<file path="src/rtl/bitslip_align_ctrl.sv">
// bitslip_align_ctrl
// Trains a bitslip_shift instance on a known frame/training word.
// bitslip_count is stepped through every offset once per training run.
// At each offset the lane is given time to settle. The realigned word is
// then compared against TRAIN_PATTERN. A run of MATCH_COUNT consecutive
// matches declares lock. While locked, MISS_LIMIT consecutive misses drop
// lock and start a new training run automatically.
//
// Ports:
//   clk           sole clock; frame_data is synchronous to it
//   rst_n         asynchronous, active-low reset
//   start         training request, sampled every cycle
//   frame_data    realigned word from bitslip_shift (dout)
//   bitslip_count slip offset driven into bitslip_shift
//   busy          high while searching (SETTLE/CHECK/NEXT)
//   locked        high only while locked
//   fail          high after a full sweep found no matching offset
//   lock_lost     one-cycle pulse when lock is dropped because of misses
module bitslip_align_ctrl #(
   parameter int                   DIN_WIDTH     = 8,
   parameter logic [DIN_WIDTH-1:0] TRAIN_PATTERN = DIN_WIDTH'(8'hF0),
   parameter int                   SETTLE_CYCLES = 4,
   parameter int                   MATCH_COUNT   = 16,
   parameter int                   MISS_LIMIT    = 4
) (
   input  logic                         clk,
   input  logic                         rst_n,
   input  logic                         start,
   input  logic [DIN_WIDTH-1:0]         frame_data,
   output logic [$clog2(DIN_WIDTH)-1:0] bitslip_count,
   output logic                         busy,
   output logic                         locked,
   output logic                         fail,
   output logic                         lock_lost
);

   localparam int CW = $clog2(DIN_WIDTH);
   localparam int SW = $clog2(SETTLE_CYCLES + 1);
   localparam int MW = $clog2(MATCH_COUNT + 1);
   localparam int XW = $clog2(MISS_LIMIT + 1);

   typedef enum logic [2:0] {
      IDLE,
      SETTLE,
      CHECK,
      NEXT,
      LOCKED,
      FAIL
   } state_t;

   state_t          state, state_nx;
   logic [CW-1:0]   count_nx;
   logic [SW-1:0]   settle_cnt, settle_nx;
   logic [MW-1:0]   match_cnt, match_nx;
   logic [XW-1:0]   miss_cnt, miss_nx;
   logic            lost_nx;
   logic            is_match;

   assign is_match = (frame_data == TRAIN_PATTERN);

   // State, counters and outputs are all registered. The status flags are
   // decoded from the next state so they line up with the state register.
   always_ff @(posedge clk or negedge rst_n) begin
      if (!rst_n) begin
         state         <= IDLE;
         bitslip_count <= '0;
         settle_cnt    <= '0;
         match_cnt     <= '0;
         miss_cnt      <= '0;
         busy          <= 1'b0;
         locked        <= 1'b0;
         fail          <= 1'b0;
         lock_lost     <= 1'b0;
      end else begin
         state         <= state_nx;
         bitslip_count <= count_nx;
         settle_cnt    <= settle_nx;
         match_cnt     <= match_nx;
         miss_cnt      <= miss_nx;
         busy          <= (state_nx == SETTLE) || (state_nx == CHECK) || (state_nx == NEXT);
         locked        <= (state_nx == LOCKED);
         fail          <= (state_nx == FAIL);
         lock_lost     <= lost_nx;
      end
   end

   // Next-state and counter logic. start only matters in IDLE, LOCKED and
   // FAIL, so a held start cannot disturb a sweep already in progress. In
   // LOCKED a start beats a simultaneous final miss, which is why it is
   // tested first and suppresses the lock_lost pulse.
   always_comb begin
      state_nx  = state;
      count_nx  = bitslip_count;
      settle_nx = settle_cnt;
      match_nx  = match_cnt;
      miss_nx   = miss_cnt;
      lost_nx   = 1'b0;

      case (state)
         IDLE: begin
            if (start) begin
               state_nx  = SETTLE;
               count_nx  = '0;
               settle_nx = '0;
            end
         end

         SETTLE: begin
            if (settle_cnt == SW'(SETTLE_CYCLES - 1)) begin
               state_nx  = CHECK;
               settle_nx = '0;
               match_nx  = '0;
            end else begin
               settle_nx = settle_cnt + 1'b1;
            end
         end

         CHECK: begin
            if (is_match) begin
               if (match_cnt == MW'(MATCH_COUNT - 1)) begin
                  state_nx = LOCKED;
                  match_nx = MW'(MATCH_COUNT);
                  miss_nx  = '0;
               end else begin
                  match_nx = match_cnt + 1'b1;
               end
            end else begin
               state_nx = NEXT;
               match_nx = '0;
            end
         end

         NEXT: begin
            // The sweep never wraps: the last offset ends the run in FAIL.
            if (bitslip_count == CW'(DIN_WIDTH - 1)) begin
               state_nx = FAIL;
            end else begin
               state_nx  = SETTLE;
               count_nx  = bitslip_count + 1'b1;
               settle_nx = '0;
            end
         end

         LOCKED: begin
            if (start) begin
               state_nx  = SETTLE;
               count_nx  = '0;
               settle_nx = '0;
               miss_nx   = '0;
            end else if (is_match) begin
               miss_nx = '0;
            end else if (miss_cnt == XW'(MISS_LIMIT - 1)) begin
               state_nx  = SETTLE;
               count_nx  = '0;
               settle_nx = '0;
               miss_nx   = '0;
               lost_nx   = 1'b1;
            end else begin
               miss_nx = miss_cnt + 1'b1;
            end
         end

         FAIL: begin
            if (start) begin
               state_nx  = SETTLE;
               count_nx  = '0;
               settle_nx = '0;
            end
         end

         default: begin
            state_nx = IDLE;
            count_nx = '0;
         end
      endcase
   end

endmodule

</file>
<file path="config.mk">
export PLATFORM = sky130hd
export DESIGN_NAME = bitslip_align_ctrl
export DESIGN_NICKNAME = d
export VERILOG_FILES = /design/src/rtl/bitslip_align_ctrl.sv
export SDC_FILE = /design/constraint.sdc
export NUM_CORES = 1
export LEC_CHECK = 0
export CORE_UTILIZATION = 30
export DETAILED_ROUTE_END_ITERATION = 6
export PLACE_DENSITY = 0.6
export RECOVER_POWER = 25
export SYNTH_ARGS = -nofsm -noshare
export SYNTH_HDL_FRONTEND = slang
export SYNTH_SLANG_ARGS = --single-unit
</file>
<file path="constraint.sdc">
create_clock -name clk -period 3.7 [get_ports clk]
set_input_delay 0.555 -clock clk [delete_from_list [all_inputs] [get_ports clk]]
set_output_delay 0.555 -clock clk [all_outputs]
set_load 0.03 [all_outputs]
</file>
# After elaboration in Yosys (flattened, before gate mapping)
# Index checks and enable logic that the tools add are counted.
# word_totals
out_inout_bits	7
word_cells	80
register_bits	21
input_bits	11
# classes
add_sub_neg	4
reduce_logical	12
bitwise	1
eq_ne	22
mux	32
# op_table
op	count
two-way mux 3 bit	20
case mux 3 bit (4 select lines)	2
equality test 3 x 2 -> 1 bit, second input constant	6
equality test 3 bit, second input constant	5
two-way mux 5 bit	3
case mux 3 bit (5 select lines)	1
case mux 5 bit (2 select lines)	1
AND reduction 5 bit	2
adder 3 x 1 -> 3 bit, second input constant	3
equality test 8 bit, second input constant	1
inequality test 2 bit, second input constant	4
equality test 3 x 1 -> 1 bit, second input constant	2
inequality test 3 bit, second input constant	2
case mux 3 bit (2 select lines)	1
adder 5 x 1 -> 5 bit, second input constant	1
equality test 5 x 4 -> 1 bit, second input constant	1
two-way mux 1 bit	4
nonzero test 2 bit	2
nonzero test 4 bit	1
OR reduction 2 bit	2
logical NOT 3 bit	1
AND reduction 3 bit	1
logical OR 1 bit	2
inequality test 2 x 1 -> 1 bit, second input constant	1
other kinds (2)	2

# Logic depth before layout (Yosys ltp)
# Gate-level depths: netlist of run 1.
# logic_depth
ltp_word	8
depth_mapped	7
mapped_depth_nobuf	7

# Least setup slack after synthesis of run 1
# No wires, ideal clock.
# synth_path
path_type	input to register
from	input frame_data[1]
to	register match_cnt[3]
setup_ps	77
arrival_time_ps	1929
cell_stages	4
setup_slack_ps	1695
path_cell_list	or4_4 or4_4 or3_1 o21ai_1
# synth_via
elab_chain_cells	3
# synth_rtl
item	line	source
start: declaration	29	input logic [DIN_WIDTH-1:0] frame_data,
equality test 8 bit	59	assign is_match = (frame_data == TRAIN_PATTERN);
two-way mux 5 bit	119	if (is_match) begin
case mux 5 bit (2 select lines)	99	case (state)
end signal: assignment	78	match_cnt <= match_nx;
end: declaration	54	logic [MW-1:0] match_cnt, match_nx;
# Every way passes these cells.
# A chain may end at the register's enable or synchronous reset.

# Final worst setup path of run 1
# layout_path
from	input start
to	register bitslip_count[1]
# layout_via
elab_chain_cells	2
# layout_rtl
item	line	source
start: declaration	28	input logic start,
inequality test 3 bit (no source line) (tied with other cells)	n/a	
AND reduction 5 bit (no source line) or case mux 3 bit (4 select lines) (tied branches)	n/a	
end signal: assignment	76	bitslip_count <= count_nx;
end: declaration	30	output logic [$clog2(DIN_WIDTH)-1:0] bitslip_count,
# Several ways; a longest one is shown, not always the timed one.

==> impl_table.tex, run 1 <==
\begin{tabular}{lr}
\hline
Metric & Value \\
\hline
\multicolumn{2}{l}{\textbf{Run status}} \\
\quad Status & finished, final reports clean \\
\multicolumn{2}{l}{\textbf{Finish}} \\
\quad Count of non-filler cells in the finished layout & 183 \\
\quad Number of nets in the layout & 153 \\
\quad Commonest cells after routing, fill and taps aside & sky130\_fd\_sc\_hd\_\_dfrtp\_1, sky130\_fd\_sc\_hd\_\_clkdlybuf4s50\_1, sky130\_fd\_sc\_hd\_\_a21oi\_1 \\
\quad Count of antenna diodes in the layout & 0 \\
\quad Layout cell share with drive strength beyond 1 & 12.6\% \\
\quad Most common library cell in the layout ignoring fill and taps & sky130\_fd\_sc\_hd\_\_dfrtp\_1 \\
\quad Layout Utilization & 38.9\% \\
\quad Area grow syn2layout & 21.8\% \\
\quad Layout Cell Area excl Fill & 1460 um\^{}2 \\
\multicolumn{2}{l}{\textbf{Clocking}} \\
\quad TritonCTS clock tree & built \\
\quad H-Tree Depth & 1 \\
\quad Resized Gates After CTS & 0 \\
\quad Setup Buffers After CTS & 0 \\
\quad Buffer levels on the longest clock path & 2 \\
\quad Hold buffer count at cts & 0 \\
\quad Clk slew on worst S/H paths & 0.08 ns \\
\quad CTS Root Cell & sky130\_fd\_sc\_hd\_\_clkbuf\_8 \\
\quad Worst skew pair latency & 0.27 ns \\
\quad CTS sink cnt & 21 \\
\quad Number of clock buffers inserted by TritonCTS & 3 \\
\multicolumn{2}{l}{\textbf{Floorplan}} \\
\quad Initial Util & 32.0\% \\
\quad Die Wd & 65.1 um \\
\quad Number of I/O pins & 18 \\
\quad Chip height & 65.1 um \\
\quad Floorplan die area & 4240 um\^{}2 \\
\quad Core Rows & 22 \\
\quad Core area & 3740 um\^{}2 \\
\multicolumn{2}{l}{\textbf{Setup path}} \\
\quad Capture point of the worst reg-to-reg path & match\_cnt[3]\$\_DFFE\_PN0P\_ \\
\quad Category of the most critical setup path & in -> reg \\
\quad Max Fanout on Critical Path & 7 \\
\quad Worst r2r src & state[1]\$\_DFF\_PN0\_ \\
\quad Register-to-register setup slack & 1.51 ns \\
\quad Reg2reg path depth & 4 \\
\quad Worst Path Arrival & 2.39 ns \\
\quad Capture point of the critical path & bitslip\_count[1]\$\_DFFE\_PN0P\_ \\
\quad Critical path origin & start \\
\quad Data required time of the worst path & 3.86 ns \\
\quad Launching element type of the critical path & input port \\
\quad Worst setup EP type & flop \\
\multicolumn{2}{l}{\textbf{STA}} \\
\quad Worst slew margin relative to its limit & 34.7\% \\
\quad Worst Tran Pin Value & 0.976 ns \\
\quad Final slew viol count & 0 \\
\quad Final clock period utilization by the worst path & 60.2\% \\
\quad Final worst hold slack & 0.510 ns \\
\quad Total of endpoints with negative setup slack in the final report & 0 \\
\quad Sum of negative setup slack & 0 ns \\
\quad Setup repair after global routing missed its margin & no \\
\quad Final hold vios & 0 \\
\quad Fmax & 449 MHz \\
\quad Min cycle time layout & 2.23 ns \\
\quad Setup Skew & 0.00159 ns \\
\multicolumn{2}{l}{\textbf{Detailed routing}} \\
\quad Total routed wirelength & 2500 um \\
\quad Detailed-route vias per instance & 5.21 \\
\quad Total DRC errors in the routed layout & 0 \\
\quad Total vias in the final route & 954 \\
\quad Starting DRC count in detailed routing & 28 \\
\quad DRT Pass-1 Iters & 4 \\
\quad Post-detailed-route count of antenna-violating nets & 0 \\
\quad Routed wire per std cell & 13.7 um \\
\multicolumn{2}{l}{\textbf{Yosys}} \\
\quad Cell types with the largest area share after synthesis & sky130\_fd\_sc\_hd\_\_dfrtp\_1, sky130\_fd\_sc\_hd\_\_ha\_1, sky130\_fd\_sc\_hd\_\_mux2\_2, sky130\_fd\_sc\_hd\_\_a21oi\_1, sky130\_fd\_sc\_hd\_\_nor2b\_1 \\
\quad Post-synthesis instance total & 119 \\
\quad Proportion of synthesized chip area in sequential cells & 43.9\% \\
\quad Asr flop ratio synth & 100\% \\
\quad Prevailing post-synth register cell & sky130\_fd\_sc\_hd\_\_dfrtp\_1 \\
\quad Post-Syn Nets & 136 \\
\quad Synth Area per Inst & 10.1 um\^{}2 \\
\quad Cell type with the highest aggregate area in the netlist & sky130\_fd\_sc\_hd\_\_dfrtp\_1 \\
\quad EDFF count, synth & 0 \\
\quad Total standard cell area after synthesis & 1200 um\^{}2 \\
\quad Post-synth cell types & 41 \\
\quad Warnings, synthesis & 0 \\
\quad Synthesized flop and latch total & 21 \\
\quad Share of the synthesized area in the top cell type & 43.9\% \\
\multicolumn{2}{l}{\textbf{Global route}} \\
\quad Initial antenna violation count & 0 \\
\quad Wire length of the first global-routing pass & 4190 um \\
\quad Overall Global Routing Usage & 13.1\% \\
\quad Vias in the first global route & 945 \\
\quad Total congestion overflow & 0 \\
\quad Maximum number of pins on one net before global-route repair & 22 \\
\multicolumn{2}{l}{\textbf{Power and ir drop}} \\
\quad Maximum VDD drop & 0.000288 V \\
\quad Pwr/cell area & 487 nW/um\^{}2 \\
\quad LEAKAGE & 0.000651 uW \\
\multicolumn{2}{l}{\textbf{Placed design}} \\
\quad Placed Cells & 179 \\
\quad Gp weighted congestion & 0.750 \\
\quad DP Wirelength & 1860 um \\
\quad Count of input and output buffers & 17 \\
\quad Placed cell area & 1410 um\^{}2 \\
\multicolumn{2}{l}{\textbf{Min path}} \\
\quad Min-delay worst type & reg -> reg \\
\multicolumn{2}{l}{\textbf{Job}} \\
\quad Reported max-cap violation count & 0 \\
\hline
\end{tabular}
## worst max-delay path, stage by stage
cell	delay [ns]
sky130_fd_sc_hd__dlygate4sd3_1	0.59
sky130_fd_sc_hd__or4b_1	0.65
sky130_fd_sc_hd__o22ai_2	0.23
sky130_fd_sc_hd__mux2_2	0.36
## worst min path at each step
stage,depth (start not counted),start,slack (ns),endpoint
3_5_place_dp,1,settle_cnt[1]$_DFFE_PN0P_,0.50,settle_cnt[1]$_DFFE_PN0P_
3_3_place_gp,1,miss_cnt[1]$_DFFE_PN0P_,0.49,miss_cnt[1]$_DFFE_PN0P_
6_report,1,settle_cnt[1]$_DFFE_PN0P_,0.51,settle_cnt[1]$_DFFE_PN0P_
5_1_grt,1,settle_cnt[1]$_DFFE_PN0P_,0.53,settle_cnt[1]$_DFFE_PN0P_
2_1_floorplan,0,rst_n,0.26,bitslip_count[0]$_DFFE_PN0P_
4_1_cts,1,settle_cnt[1]$_DFFE_PN0P_,0.52,settle_cnt[1]$_DFFE_PN0P_
## Yosys cell counts (2+ instances only)
cell and count:
sky130_fd_sc_hd__a21o_1 2, sky130_fd_sc_hd__a21oi_1 8, sky130_fd_sc_hd__a22o_1 2, sky130_fd_sc_hd__a31oi_1 2
sky130_fd_sc_hd__and3_1 3, sky130_fd_sc_hd__clkbuf_1 5, sky130_fd_sc_hd__dfrtp_1 21, sky130_fd_sc_hd__ha_1 6
sky130_fd_sc_hd__inv_1 5, sky130_fd_sc_hd__mux2_2 4, sky130_fd_sc_hd__nand2_1 6, sky130_fd_sc_hd__nand2b_1 2
sky130_fd_sc_hd__nand3b_1 2, sky130_fd_sc_hd__nor2_1 4, sky130_fd_sc_hd__nor2b_1 6, sky130_fd_sc_hd__nor3_1 4
sky130_fd_sc_hd__nor3b_1 2, sky130_fd_sc_hd__nor4_1 2, sky130_fd_sc_hd__o21a_1 3, sky130_fd_sc_hd__o21ai_0 4
sky130_fd_sc_hd__o21bai_1 3, sky130_fd_sc_hd__o22ai_1 2, sky130_fd_sc_hd__or3b_2 2, sky130_fd_sc_hd__or4_4 2
## flip-flops by register name (all words and copies together), names as in the netlist
| register | flops |
|---|---|
| bitslip_count | 3 |
| match_cnt | 5 |
| miss_cnt | 3 |
| state | 3 |
| fail | 1 |
| lock_lost | 1 |
| settle_cnt | 3 |
| busy | 1 |
| locked | 1 |
## per-layer routing
layer,vias to the layer above,track usage (%),share of wire (%)
met4,0,4.08,1.3
li1,471,-,-
met3,5,4.17,3.3
met1,461,16.3,50
met2,17,21.4,45
met5,-,0,0
## power breakdown
group	switching, uW	total [uW]	internal (uW)
clock	83.4	160	76.3
sequential	54.6	315	260
combinational	108	235	127
## per-stage QoR
stage / power [uW] / setup WS (ns)
6_report: 710 / 1.47
5_1_grt: 761 / 1.34
4_1_cts: 723 / 1.49
3_5_place_dp: 557 / 1.20
3_3_place_gp: 549 / 1.23
2_1_floorplan: 491 / 1.69
## kinds of logic (layout without fill, tap and decap cells)
| family | after synthesis | after routing | synth area share (%) |
|---|---|---|---|
| compound gates | 33 | 33 | 18.8 |
| fa+ha+maj | 6 | 6 | 6.28 |
| buf+inv | 10 | 26 | 3.14 |
| flops | 21 | 21 | 43.9 |
| mux | 4 | 4 | 3.77 |
| simple gates | 45 | 45 | 24.1 |
## final cells by class
class,count,area (um^2)
flip-flops and latches,21,526
inverters,5,18.8
fillers,398,2290
multi-input cells,88,633
repair buffers,17,170
clock buffers,3,41.3
well taps,48,60.1
clock inverters,1,7.51
(Power assumes the default switching activity.)
==> run 2, diff against run 1 <==
--- a/config.mk
+++ b/config.mk
@@ -7,7 +7,7 @@
 export LEC_CHECK = 0
 export CORE_UTILIZATION = 30
 export DETAILED_ROUTE_END_ITERATION = 6
-export PLACE_DENSITY = 0.6
+export PLACE_DENSITY = 0.62
 export RECOVER_POWER = 25
 export SYNTH_ARGS = -nofsm -noshare
 export SYNTH_HDL_FRONTEND = slang
==> constraint.sdc (replaced) <==
create_clock -name clk -period 2.05 [get_ports clk]
set_input_delay 0.3075 -clock clk [delete_from_list [all_inputs] [get_ports clk]]
set_output_delay 0.3075 -clock clk [all_outputs]
set_load 0.03 [all_outputs]
==> run 2 against run 1 <==
  * Utilization up 3.1 points
  * Worst setup slack worse by 1.5 ns
  * Power up 87%
  * Combinational power up 130%
  * Via count up 3.6%
  * Register-to-register slack worse by 1.4 ns
  * Sequential power up 63%
  * Critical path type unchanged
  * Global-route usage up 0.38 points
  * Die area unchanged
  * Clock skew up 0.00080 ns
  * Hold slack better by 0.0083 ns
==> impl_table.tex, run 2 (same netlist as run 1, synthesis figures left out) <==
\begin{tabular}{lr}
\hline
Metric & Value \\
\hline
\multicolumn{2}{l}{\textbf{Setup path}} \\
\quad Most common cell type on the critical path & sky130\_fd\_sc\_hd\_\_or4\_4 \\
\quad CP Depth & 5 (was 4) \\
\quad Worst Path Arrival & 2.22 ns (was 2.39 ns) \\
\quad Slowest cell on crit path & sky130\_fd\_sc\_hd\_\_or4\_4 (was sky130\_fd\_sc\_hd\_\_or4b\_1) \\
\quad Largest stage delay, worst path & 0.56 ns (was 0.65 ns) \\
\quad Category of the most critical setup path & in -> reg (unchanged) \\
\quad Data required time of the worst path & 2.24 ns (was 3.86 ns) \\
\quad Max Fanout on Critical Path & 4 (was 7) \\
\quad Worst setup EP type & flop (unchanged) \\
\quad Reg2reg path depth & 4 (unchanged) \\
\quad Launching element type of the critical path & input port (unchanged) \\
\quad Cell breakdown of the critical path & clkdlybuf4s50\_1 > or4\_4 > or4\_4 > or3\_1 > o21ai\_1 (was dlygate4sd3\_1 > or4b\_1 > o22ai\_2 > mux2\_2) \\
\quad CP delay by family, top & simple AND/OR/NAND/NOR gates (unchanged) \\
\quad Buffers plus inverters on the worst setup path & 1 (unchanged) \\
\multicolumn{2}{l}{\textbf{Detailed routing}} \\
\quad Post-detailed-route count of antenna-violating nets & 0 (unchanged) \\
\quad Routed wire per std cell & 12.6 um (was 13.7 um) \\
\quad DRT Pass-1 Iters & 4 (unchanged) \\
\quad Total DRC errors in the routed layout & 0 (unchanged) \\
\quad Total routed wirelength & 2520 um (was 2500 um) \\
\quad Total vias in the final route & 988 (was 954) \\
\quad Starting DRC count in detailed routing & 29 (was 28) \\
\quad Detailed-route vias per instance & 4.96 (was 5.21) \\
\multicolumn{2}{l}{\textbf{Finish}} \\
\quad Commonest cells after routing, fill and taps aside & sky130\_fd\_sc\_hd\_\_dfrtp\_1, sky130\_fd\_sc\_hd\_\_clkdlybuf4s50\_1, sky130\_fd\_sc\_hd\_\_buf\_4, sky130\_fd\_sc\_hd\_\_a21oi\_1 (was sky130\_fd\_sc\_hd\_\_dfrtp\_1, sky130\_fd\_sc\_hd\_\_clkdlybuf4s50\_1, sky130\_fd\_sc\_hd\_\_a21oi\_1) \\
\quad Most common library cell in the layout ignoring fill and taps & sky130\_fd\_sc\_hd\_\_dfrtp\_1 (unchanged) \\
\quad Register bank with the most flops & match\_cnt (unchanged) \\
\quad Number of nets in the layout & 169 (was 153) \\
\quad Count of antenna diodes in the layout & 0 (unchanged) \\
\quad Count of non-filler cells in the finished layout & 199 (was 183) \\
\quad Layout Cell Area excl Fill & 1570 um\^{}2 (was 1460 um\^{}2) \\
\quad Area grow syn2layout & 31.6\% (was 21.8\%) \\
\quad Layout cell share with drive strength beyond 1 & 21.2\% (was 12.6\%) \\
\quad Number of flip-flops in the largest register & 5 (unchanged) \\
\multicolumn{2}{l}{\textbf{Power and ir drop}} \\
\quad Maximum VDD drop & 0.000519 V (was 0.000288 V) \\
\quad LEAKAGE & 0.000735 uW (was 0.000651 uW) \\
\quad Pwr/cell area & 842 nW/um\^{}2 (was 487 nW/um\^{}2) \\
\multicolumn{2}{l}{\textbf{STA}} \\
\quad Fmax & 492 MHz \\
\quad Setup repair after global routing missed its margin & no (unchanged) \\
\quad Final clock period utilization by the worst path & 99.2\% \\
\quad Final hold vios & 0 (unchanged) \\
\quad Min cycle time layout & 2.03 ns \\
\quad Worst Tran Pin Value & 1.14 ns (was 0.976 ns) \\
\quad Total of endpoints with negative setup slack in the final report & 0 (unchanged) \\
\quad Final slew viol count & 0 (unchanged) \\
\quad Setup Skew & 0.00239 ns (was 0.00159 ns) \\
\quad Worst slew margin relative to its limit & 24.2\% (was 34.7\%) \\
\multicolumn{2}{l}{\textbf{Job}} \\
\quad Reported max-cap violation count & 0 (unchanged) \\
\multicolumn{2}{l}{\textbf{Global route}} \\
\quad Initial antenna violation count & 0 (unchanged) \\
\quad Overall Global Routing Usage & 13.4\% (was 13.1\%) \\
\quad Layer with the highest usage after global routing & met2 (unchanged) \\
\quad Wire length of the first global-routing pass & 4350 um (was 4190 um) \\
\quad Maximum number of pins on one net before global-route repair & 22 (unchanged) \\
\quad Vias in the first global route & 966 (was 945) \\
\quad Global-route track usage on met3 & 4.51\% (was 4.17\%) \\
\quad Met1 Resource Use GR & 17.1\% (was 16.3\%) \\
\quad M2 GR Usage & 22.7\% (was 21.4\%) \\
\quad Total congestion overflow & 0 (unchanged) \\
\multicolumn{2}{l}{\textbf{Placed design}} \\
\quad Count of input and output buffers & 17 (unchanged) \\
\quad Placed Cells & 194 (was 179) \\
\quad Gp weighted congestion & 0.817 (was 0.750) \\
\quad Placed cell area & 1520 um\^{}2 (was 1410 um\^{}2) \\
\quad DP Wirelength & 1960 um (was 1860 um) \\
\multicolumn{2}{l}{\textbf{Floorplan}} \\
\quad Floorplan die area & 4240 um\^{}2 (unchanged) \\
\quad Number of I/O pins & 18 (unchanged) \\
\quad Die Wd & 65.1 um (unchanged) \\
\quad Core area & 3740 um\^{}2 (unchanged) \\
\quad Initial Util & 32.0\% (unchanged) \\
\quad Core Rows & 22 (unchanged) \\
\quad Chip height & 65.1 um (unchanged) \\
\multicolumn{2}{l}{\textbf{Clocking}} \\
\quad Hold buffer count at cts & 0 (unchanged) \\
\quad Clk slew on worst S/H paths & 0.08 ns (about the same) \\
\quad Buffer levels on the longest clock path & 2 (unchanged) \\
\quad Number of clock buffers inserted by TritonCTS & 3 (unchanged) \\
\quad Worst skew pair latency & 0.26 ns (was 0.27 ns) \\
\quad TritonCTS clock tree & built (unchanged) \\
\quad CTS Root Cell & sky130\_fd\_sc\_hd\_\_clkbuf\_8 (unchanged) \\
\quad H-Tree Depth & 1 (unchanged) \\
\quad CTS sink cnt & 21 (unchanged) \\
\multicolumn{2}{l}{\textbf{Min path}} \\
\quad Number of cells on the worst hold path & 1 (unchanged) \\
\quad Min-delay worst type & reg -> reg (unchanged) \\
\multicolumn{2}{l}{\textbf{Run status}} \\
\quad Status & finished, final reports clean (unchanged) \\
\hline
\end{tabular}
run 2: cell type report:
class	count	area, um^2
clock buffers	4	45.0
fillers	390	2170
inverters	5	18.8
multi-input cells	88	636
flip-flops and latches	21	526
well taps	48	60.1
repair buffers	33	289
run 2: metrics by stage:
stage / setup TNS [ns] / hold slack (ns) / setup slack, ns / util, % / total power (uW)
floorplan: 0 / 0.0119 / 0.0490 / - / 886
detailed placement: -0.389 / 0.500 / -0.202 / 40.6 / 1060
finish: 0 / 0.518 / 0.0168 / 42.0 / 1320
global placement: -0.251 / 0.486 / -0.145 / 40.6 / 1040
global route: 0 / 0.545 / 0.0107 / 42.0 / 1420
CTS: 0 / 0.397 / 0.00118 / 42.1 / 1340
run 2: path summary, 6_finish.rpt:
kind / from / endpoint / slack, ns
worst max-delay path: frame_data[0] / match_cnt[3]$_DFFE_PN0P_ / 0.02
worst min-delay path: miss_cnt[1]$_DFFE_PN0P_ / miss_cnt[1]$_DFFE_PN0P_ / 0.52
worst max register to register: state[2]$_DFF_PN0_ / match_cnt[3]$_DFFE_PN0P_ / 0.15
worst min register to register: miss_cnt[1]$_DFFE_PN0P_ / miss_cnt[1]$_DFFE_PN0P_ / 0.52
max in group asynchronous: rst_n / bitslip_count[2]$_DFFE_PN0P_ / 0.59
min in group asynchronous: rst_n / fail$_DFF_PN0_ / 0.78
run 2: timing repair:
| item | in CTS | in global routing |
|---|---|---|
| gates resized for setup | 1 | 1 |
| buffers inserted | 1 | 0 |
| setup endpoints to repair | 1 | 1 |
| pin swaps | 0 | 3 |
run 2: layer usage:
layer / routed length [um] / vias to the layer above
met2: 1140 / 18
met1: 1240 / 462
li1: - / 506
met5: 0 / -
met3: 132 / 2
met4: 7 / 0
run 2: power breakdown:
part           internal, uW  switching (uW)  total (uW)
Combinational           267             269         536
Sequential              471            44.1         515
Clock                   139             136         274
